===== src/rtl/pulse_generator_multi.sv =====
// Multi-channel gate synchroniser with edge pulses, a stretched pulse and re-trigger holdoff per channel.
// Latency: gate->pulse_up/dn SYNC_STAGES cycles, pulse_o one cycle later; no backpressure, overruns flagged sticky.
module pulse_generator_multi #(
  parameter int NCH         = 4,
  parameter int SYNC_STAGES = 2,
  parameter int PULSE_LEN   = 4,
  parameter int HOLDOFF     = 0
) (
  input  logic               clk_o,
  input  logic               resetn_i,
  input  logic               enable_i,
  input  logic               clear_i,
  input  logic [NCH-1:0]     gate_i,
  input  logic [2*NCH-1:0]   mode_i,
  output logic [NCH-1:0]     pulse_up,
  output logic [NCH-1:0]     pulse_dn,
  output logic [NCH-1:0]     pulse_o,
  output logic [NCH-1:0]     busy_o,
  output logic [NCH-1:0]     ovr_o
);

  localparam int CMAX = (PULSE_LEN > HOLDOFF) ? PULSE_LEN : HOLDOFF;
  localparam int CW   = $clog2(CMAX + 1);
  localparam int IW   = $clog2(SYNC_STAGES + 2);

  localparam logic [CW-1:0] LEN_M1   = CW'(PULSE_LEN - 1);
  localparam logic [CW-1:0] HOLD_M1  = (HOLDOFF > 0) ? CW'(HOLDOFF - 1) : '0;
  localparam logic [IW-1:0] INIT_END = IW'(SYNC_STAGES + 1);

  typedef enum logic [1:0] {IDLE, ACTIVE, HOLD} state_t;

  // Edges are masked until the sync chain has flushed the levels present at reset.
  logic [IW-1:0] init_cnt;
  logic          init_done;

  always_ff @(posedge clk_o or negedge resetn_i) begin
    if (!resetn_i) begin
      init_cnt <= '0;
    end else if (init_cnt != INIT_END) begin
      init_cnt <= init_cnt + IW'(1);
    end
  end

  assign init_done = (init_cnt == INIT_END);

  for (genvar c = 0; c < NCH; c++) begin : g_ch
    logic [SYNC_STAGES-1:0] sync_q;
    logic                   sync;
    logic                   edge_q;
    logic                   trig;
    logic                   ovr_set;
    logic                   ovr_q;
    state_t                 state_q, state_d;
    logic [CW-1:0]          cnt_q, cnt_d;

    assign sync = sync_q[SYNC_STAGES-1];

    always_ff @(posedge clk_o or negedge resetn_i) begin
      if (!resetn_i) begin
        sync_q <= '0;
        edge_q <= 1'b0;
      end else begin
        sync_q <= {sync_q[SYNC_STAGES-2:0], gate_i[c]};
        edge_q <= sync;
      end
    end

    assign pulse_up[c] = sync & ~edge_q & init_done;
    assign pulse_dn[c] = ~sync & edge_q & init_done;
    assign trig = ((mode_i[2*c] & pulse_up[c]) | (mode_i[2*c+1] & pulse_dn[c])) & enable_i;

    always_ff @(posedge clk_o or negedge resetn_i) begin
      if (!resetn_i) begin
        state_q <= IDLE;
        cnt_q   <= '0;
        ovr_q   <= 1'b0;
      end else begin
        state_q <= state_d;
        cnt_q   <= cnt_d;
        ovr_q   <= (ovr_q & ~clear_i) | ovr_set;
      end
    end

    always_comb begin
      state_d = state_q;
      cnt_d   = cnt_q;
      ovr_set = 1'b0;
      case (state_q)
        IDLE: begin
          if (trig) begin
            state_d = ACTIVE;
            cnt_d   = LEN_M1;
          end
        end
        ACTIVE: begin
          ovr_set = trig;
          if (cnt_q == '0) begin
            if (HOLDOFF > 0) begin
              state_d = HOLD;
              cnt_d   = HOLD_M1;
            end else begin
              state_d = IDLE;
            end
          end else begin
            cnt_d = cnt_q - CW'(1);
          end
        end
        HOLD: begin
          // A trigger in the final holdoff cycle still counts as an overrun.
          ovr_set = trig;
          if (cnt_q == '0) begin
            state_d = IDLE;
          end else begin
            cnt_d = cnt_q - CW'(1);
          end
        end
        default: begin
          state_d = IDLE;
          cnt_d   = '0;
        end
      endcase
    end

    assign pulse_o[c] = (state_q == ACTIVE);
    assign busy_o[c]  = (state_q != IDLE);
    assign ovr_o[c]   = ovr_q;
  end

endmodule


===== config.mk =====
export PLATFORM = sky130hd
export DESIGN_NAME = pulse_generator_multi
export DESIGN_NICKNAME = d
export VERILOG_FILES = /design/src/rtl/pulse_generator_multi.sv
export SDC_FILE = /design/constraint.sdc
export NUM_CORES = 1
export LEC_CHECK = 0
export BUFFER_PORTS_ARGS = -buffer_cell sky130_fd_sc_hd__buf_2
export CAP_MARGIN = 30
export CORE_MARGIN = 1.5
export CORE_UTILIZATION = 53
export DETAILED_ROUTE_END_ITERATION = 8
export PLACE_DENSITY_LB_ADDON = 0.3
export SYNTH_ARGS = -nofsm -noshare
export SYNTH_HDL_FRONTEND = slang
export SYNTH_SLANG_ARGS = --single-unit
export TNS_END_PERCENT = 5

===== constraint.sdc =====
create_clock -name clk_o -period 1.7 [get_ports clk_o]
set_clock_uncertainty 0.2 [all_clocks]
set_input_delay 0.34 -clock clk_o [delete_from_list [all_inputs] [get_ports clk_o]]
set_output_delay 0.34 -clock clk_o [all_outputs]
set_load 0.02 [all_outputs]

==> results.sh, run 1 <==
export IMPL_status="finished, violations left"
export IMPL_violations="setup timing"
export IMPL_syn_instance_count=142
export IMPL_cts_buffers=5
export IMPL_r2r_end="g_ch[2].cnt_q[0]$_DFFE_PN0P_"
export IMPL_area_growth_syn_to_layout_pct=19.8
export IMPL_cts_root_buffer="clkbuf_4"
export IMPL_ir_worst_vdd_uv=578
export IMPL_die_area_mm2=0.00353
export IMPL_tightest_slew_ps=417
export IMPL_min_period_over_period_pct=108
export IMPL_slowest_delay_ps=420
export IMPL_avgSynthCellArea_um2=11.9
export IMPL_drt_pass1_iter_count=3
export IMPL_initial_utilization_pct=55.7
export IMPL_synthArstFlopShare_pct=100
export IMPL_hp_start="clear_i"
export IMPL_nets=209
export IMPL_htree_levels=2
export IMPL_ys_seq_area_share_pct=50.4
export IMPL_drive_gt1_share_pct=32.4
export IMPL_synth_edf_count=0
export IMPL_grt_pass1_vias=1136
export IMPL_core_mm2=0.00303
export IMPL_yosys_warnings=0
export IMPL_regArea_um2=851
export IMPL_hold_class="in2reg"
export IMPL_grt_max_degree=35
export IMPL_fin_tns_setup_ps=-903
export IMPL_clk_latency_ps=320
export IMPL_io_buffers=35
export IMPL_ys_flop_type="dfrtp_1"
export IMPL_p_leak_nw=1.02
export IMPL_hpwl_um=2180
export IMPL_setup_viol=8
export IMPL_path_class="reg2out"
export IMPL_synth_cell_types=38
export IMPL_hold_depth=3
export IMPL_fin_area_mm2=0.00202
export IMPL_rsz0062_at_grt="true"
export IMPL_die_x_um=59.4
export IMPL_period_needed_ps=1840
export IMPL_fill_cells=243
export IMPL_place_area_mm2=0.00187
export IMPL_die_h_um=59.4
export IMPL_hold_viol=0
export IMPL_io_pins=36
export IMPL_cp_num_buf_inv=1
export IMPL_synth_nets=167
export IMPL_grt_pass1_wl_um=4890
export IMPL_fin_total_pwr_mw=2.79
export IMPL_ff2ff_path_depth=6
export IMPL_end_kind="primary output"
export IMPL_cp_required_ps=1160
export IMPL_final_core_util_pct=66.7
export IMPL_cts_tree="yes"
export IMPL_antenna_cells=0
export IMPL_antenna_found_initial=0
export IMPL_cts_sinks=34
export IMPL_drv_slew=0
export IMPL_drc=0
export IMPL_gp_routability_congestion=0.755
export IMPL_arrival_ps=1300
export IMPL_worst_setup_path_start_kind="flip-flop"
export IMPL_r2r_slack_ps=80
export IMPL_path_max_fanout=9
export IMPL_grtUsageTotal_pct=18.9
export IMPL_via_per_inst=5.10
export IMPL_rows=20
export IMPL_clk_pin_slew_ps=100
export IMPL_overflow=0
export IMPL_ant_nets=0
export IMPL_postRouteWirelength_um=2900
export IMPL_ys_seq_elements=34
export IMPL_cts_buffer_depth=2
export IMPL_whs_endpoint="g_ch[0].ovr_q$_DFF_PN0_"
export IMPL_powerDensity_mw_per_mm2=1380
export IMPL_crit_family="flip-flops"
export IMPL_path_cells="ha_4 > and3b_2 > buf_2"
export IMPL_dr_first_iter_drc_count=28
export IMPL_max_cap_violations=0
export IMPL_slew_headroom_pct=72.2
export IMPL_rr_startpoint="init_cnt[0]$_DFFE_PN0P_"
export IMPL_multi_input_area_um2=754
export IMPL_worst_slack_ps=-135
export IMPL_cp_slowest_cell="dfrtp_1"
export IMPL_dpl_worst_slack_ps=-80.9
export IMPL_syn_area_mm2=0.00169
export IMPL_clock_fmax_ghz=0.545
export IMPL_num_vias=1167
export IMPL_wl_per_cell_um=12.7
[logic make-up (layout without fill, tap and decap cells)]
family,after synthesis,after routing,synth area share [%]
AOI/OAI and AO/OA,26,26,12.5
xor gates and xnor gates,2,2,1.04
adders and majority gates,9,9,6.68
buffers and inverters,20,63,6.31
DFF,34,34,50.4
muxes,4,4,2.45
and+or+nand+nor,47,47,20.5
[metal layers]
metal	GRT usage [%]	wire length, um
met3	4.59	91
met5	0	0
met2	32.0	1470
met4	9.09	57
met1	22.3	1280
[metrics by stage]
step | cells | hold slack, ps
finish | 229 | 131
global route | 229 | 127
CTS | 229 | 114
detailed placement | 214 | 138
global placement | 214 | 131
floorplan | 142 | -156
[layout make-up]
| class | count | area share, % |
|---|---|---|
| Clock inverter | 1 | 0.248 |
| Inverter | 11 | 2.04 |
| Multi-Input combinational cell | 88 | 37.3 |
| Sequential cell | 34 | 42.1 |
| Timing Repair Buffer | 44 | 12.8 |
| Tap cell | 44 | 2.72 |
| Clock buffer | 7 | 2.72 |
[cell usage after synthesis (4+ instances only)]
cell	number	area (um2)
a21oi_1	4	20.0
and3b_1	6	52.6
buf_4	8	60.1
dfrtp_1	34	851
ha_1	9	113
inv_1	11	41.3
nand2b_1	5	31.3
nand3_1	6	30.0
nand3b_1	6	45.0
nor2_1	4	15.0
o21ai_0	4	20.0
o31a_1	5	43.8
[placed cells by master (no fill, tap or decap), types with 5 or more instances in the layout]
cell	n
ha_1	8
o31a_1	5
buf_2	35
nand3b_1	6
nand3_1	6
dlygate4sd3_1	5
dfrtp_1	34
inv_1	11
and3b_1	6
nand2b_1	5
clkbuf_4	5
[worst min-delay path: stages]
cell	delay (ps)
buf_2	70
inv_1	80
o2bb2ai_1	130
[power breakdown]
part	internal, mW	switching, mW
sequential	1.01	0.225
clock	0.200	0.249
combinational	0.527	0.569
total	1.74	1.04
[sequential cells by signal, indices dropped and copies added (netlist names)]
name and flops:
g_ch.cnt_q 12, g_ch.ovr_q 4, g_ch.sync_q 8, g_ch.state_q 4, g_ch.edge_q 4, init_cnt 2
[worst max path at each step]
stage	start	endpoint	slack, ps	depth (start not counted)
2_1_floorplan	init_cnt[0]$_DFFE_PN0P_	pulse_dn[2]	170	3
3_3_place_gp	init_cnt[0]$_DFFE_PN0P_	g_ch[1].cnt_q[0]$_DFFE_PN0P_	50	5
3_5_place_dp	init_cnt[0]$_DFFE_PN0P_	g_ch[1].cnt_q[0]$_DFFE_PN0P_	-80	5
4_1_cts	init_cnt[1]$_DFFE_PN0P_	pulse_up[2]	-160	3
5_1_grt	init_cnt[0]$_DFFE_PN0P_	pulse_dn[2]	-190	3
6_report	init_cnt[0]$_DFFE_PN0P_	pulse_up[2]	-140	3
[repair_timing]
action                                  CTS  global route
buffers inserted                          2             0
hold buffers                              5             0
resized for setup                         2             3
pin swaps                                 1             0
endpoints found under the setup margin   18            13
hold endpoints to repair                 38             0
Note: power is estimated with default switching activity, not from simulation.
==> inputs of run 2 (changes only) <==
--- a/config.mk
+++ b/config.mk
@@ -8,9 +8,10 @@
 export BUFFER_PORTS_ARGS = -buffer_cell sky130_fd_sc_hd__buf_2
 export CAP_MARGIN = 30
 export CORE_MARGIN = 1.5
-export CORE_UTILIZATION = 53
+export CORE_UTILIZATION = 35
 export DETAILED_ROUTE_END_ITERATION = 8
 export PLACE_DENSITY_LB_ADDON = 0.3
+export REMOVE_ABC_BUFFERS = 1
 export SYNTH_ARGS = -nofsm -noshare
 export SYNTH_HDL_FRONTEND = slang
 export SYNTH_SLANG_ARGS = --single-unit
==> results.sh, run 2 (synthesized netlist as in run 1, its figures left out) <==
export IMPL_status="finished, violations left"
export IMPL_violations="setup timing"
export IMPL_htree_levels=2
export IMPL_hold_class="reg2reg"
export IMPL_num_vias=1177
export IMPL_grtUsageTotal_pct=13.1
export IMPL_rsz0062_at_grt="true"
export IMPL_cp_required_ps=1160
export IMPL_final_cells=243
export IMPL_whs_endpoint="g_ch[3].sync_q[1]$_DFF_PN0_"
export IMPL_grt_pass1_vias=1137
export IMPL_tightest_slew_ps=308
export IMPL_path_max_fanout=7
export IMPL_initial_utilization_pct=35.9
export IMPL_power_switching_share_pct=36.4
export IMPL_ff2ff_path_depth=7
export IMPL_hpwl_um=2250
export IMPL_period_needed_ps=1860
export IMPL_die_h_um=72.4
export IMPL_fill_cells=436
export IMPL_min_period_over_period_pct=109
export IMPL_clk_latency_ps=280
export IMPL_final_common_cell="dfrtp_1"
export IMPL_max_cap_violations=0
export IMPL_drc=0
export IMPL_drive_gt1_share_pct=34.4
export IMPL_overflow=0
export IMPL_gp_routability_congestion=0.727
export IMPL_slew_headroom_pct=79.4
export IMPL_io_pins=36
export IMPL_ir_worst_vdd_uv=389
export IMPL_dr_first_iter_drc_count=74
export IMPL_place_area_mm2=0.00190
export IMPL_reg_largest_list="g_ch.cnt_q: 12 flops, g_ch.sync_q: 8 flops"
export IMPL_p_seq_share_pct=41.6
export IMPL_powerDensity_mw_per_mm2=1380
export IMPL_cp_slowest_cell="dfrtp_1"
export IMPL_p_clk_share_pct=20.3
export IMPL_clk_pin_slew_ps=70
export IMPL_cts_buffers=5
export IMPL_setup_viol=8
export IMPL_antenna_found_initial=0
export IMPL_wl_per_cell_um=13.1
export IMPL_r2r_slack_ps=0
export IMPL_fin_area_mm2=0.00216
export IMPL_slowest_delay_ps=390
export IMPL_regMostFlops="g_ch.cnt_q"
export IMPL_path_class="reg2out"
export IMPL_area_growth_syn_to_layout_pct=28.0
export IMPL_largest_register_ffs=12
export IMPL_dp_cells=225
export IMPL_cts_buffer_depth=2
export IMPL_drv_slew=0
export IMPL_nets=213
export IMPL_ant_nets=0
export IMPL_grt_max_degree=35
export IMPL_arrival_ps=1320
export IMPL_pwr_share_comb_pct=38.1
export IMPL_r2r_end="g_ch[3].state_q[0]$_DFFE_PN0P_"
export IMPL_internal_power_mw=1.89
export IMPL_mostFrequentLayoutCells="dfrtp_1 (34), buf_2 (28), inv_1 (11)"
export IMPL_core_mm2=0.00469
export IMPL_clock_fmax_ghz=0.539
export IMPL_power_switching_mw=1.08
export IMPL_p_leak_nw=1.07
export IMPL_rows=25
export IMPL_cts_root_buffer="clkbuf_8"
export IMPL_cts_tree="yes"
export IMPL_worst_slack_ps=-156
export IMPL_postRouteWirelength_um=3180
export IMPL_drt_pass1_iter_count=4
export IMPL_path_cells="ha_2 > buf_6 > and3b_1 > buf_2"
export IMPL_io_buffers=35
export IMPL_hold_depth=0
export IMPL_hold_viol=0
export IMPL_cts_sinks=34
export IMPL_die_area_mm2=0.00524
export IMPL_worst_setup_path_start_kind="flip-flop"
export IMPL_end_kind="primary output"
export IMPL_grt_pass1_wl_um=5210
export IMPL_via_per_inst=4.84
export IMPL_die_x_um=72.4
export IMPL_rr_startpoint="init_cnt[0]$_DFFE_PN0P_"
export IMPL_antenna_cells=0
export IMPL_hp_start="g_ch[3].sync_q[0]$_DFF_PN0_"
==> run 2: through the flow <==
stage	TNS, ps	hold slack (ps)	total power [mW]	util, %	setup WS, ps
final	-1200	145	2.97	46.0	-156
after global routing	-1820	160	3.21	46.0	-215
after CTS	-1330	150	3.00	45.1	-169
after detailed placement	0	112	2.35	40.5	72.2
after global placement	0	112	2.27	40.5	87.6
after floorplan	0	-156	2.03	-	152
==> run 2: what timing repair did <==
| action | 4_1_cts | 5_1_grt |
|---|---|---|
| hold buffers | 5 | 0 |
| gates cloned | 0 | 0 |
| setup endpoints to repair | 8 | 8 |
| buffers inserted | 3 | 2 |
| pin swaps | 1 | 6 |
| resized for setup | 16 | 6 |
| endpoints found under the hold margin | 38 | 0 |
==> run 2: cell type report <==
type,instances,area [um2],area share [%]
Tap cell,54,67.6,3.13
Clock inverter,1,5.00,0.232
Timing Repair Buffer,48,353,16.3
Clock buffer,7,86.3,4.00
Inverter,11,41.3,1.91
Sequential cell,34,851,39.4
Multi-Input combinational cell,88,756,35.0
==> run 2: worst max path at each step <==
| stage | from | endpoint | slack [ps] | cells after the start |
|---|---|---|---|---|
| 4_1_cts | init_cnt[1]$_DFFE_PN0P_ | pulse_up[2] | -170 | 4 |
| 3_5_place_dp | init_cnt[0]$_DFFE_PN0P_ | pulse_up[1] | 70 | 4 |
| 2_1_floorplan | init_cnt[0]$_DFFE_PN0P_ | g_ch[0].cnt_q[2]$_DFFE_PN0P_ | 150 | 4 |
| 6_report | init_cnt[0]$_DFFE_PN0P_ | pulse_dn[3] | -160 | 4 |
| 3_3_place_gp | init_cnt[0]$_DFFE_PN0P_ | g_ch[3].state_q[0]$_DFFE_PN0P_ | 90 | 5 |
| 5_1_grt | init_cnt[0]$_DFFE_PN0P_ | pulse_dn[2] | -210 | 4 |
==> run 2: metal layers <==
metal	vias up	share of wire (%)	global-route usage, %
met2	22	52	21.7
met5	-	0	0
met4	0	0.97	6.08
met1	574	44	15.9
met3	4	2.9	3.47
li1	577	-	-
==> run 2: worst max-delay path, delay by kind of cell (launching register included) <==
kind / cells / cell delay, ps
fa+ha+maj: 1 / 200
simple gates: 1 / 170
flops: 1 / 390
buf+inv: 2 / 280
==> run 2: power groups by stage <==
stage / combinational, mW / sequential (mW) / clock (mW)
finish: 1.13 / 1.24 / 0.603
global route: 1.27 / 1.27 / 0.666
CTS: 1.14 / 1.24 / 0.628
detailed placement: 1.10 / 1.25 / 0
global placement: 1.04 / 1.23 / 0
floorplan: 0.692 / 1.34 / 0
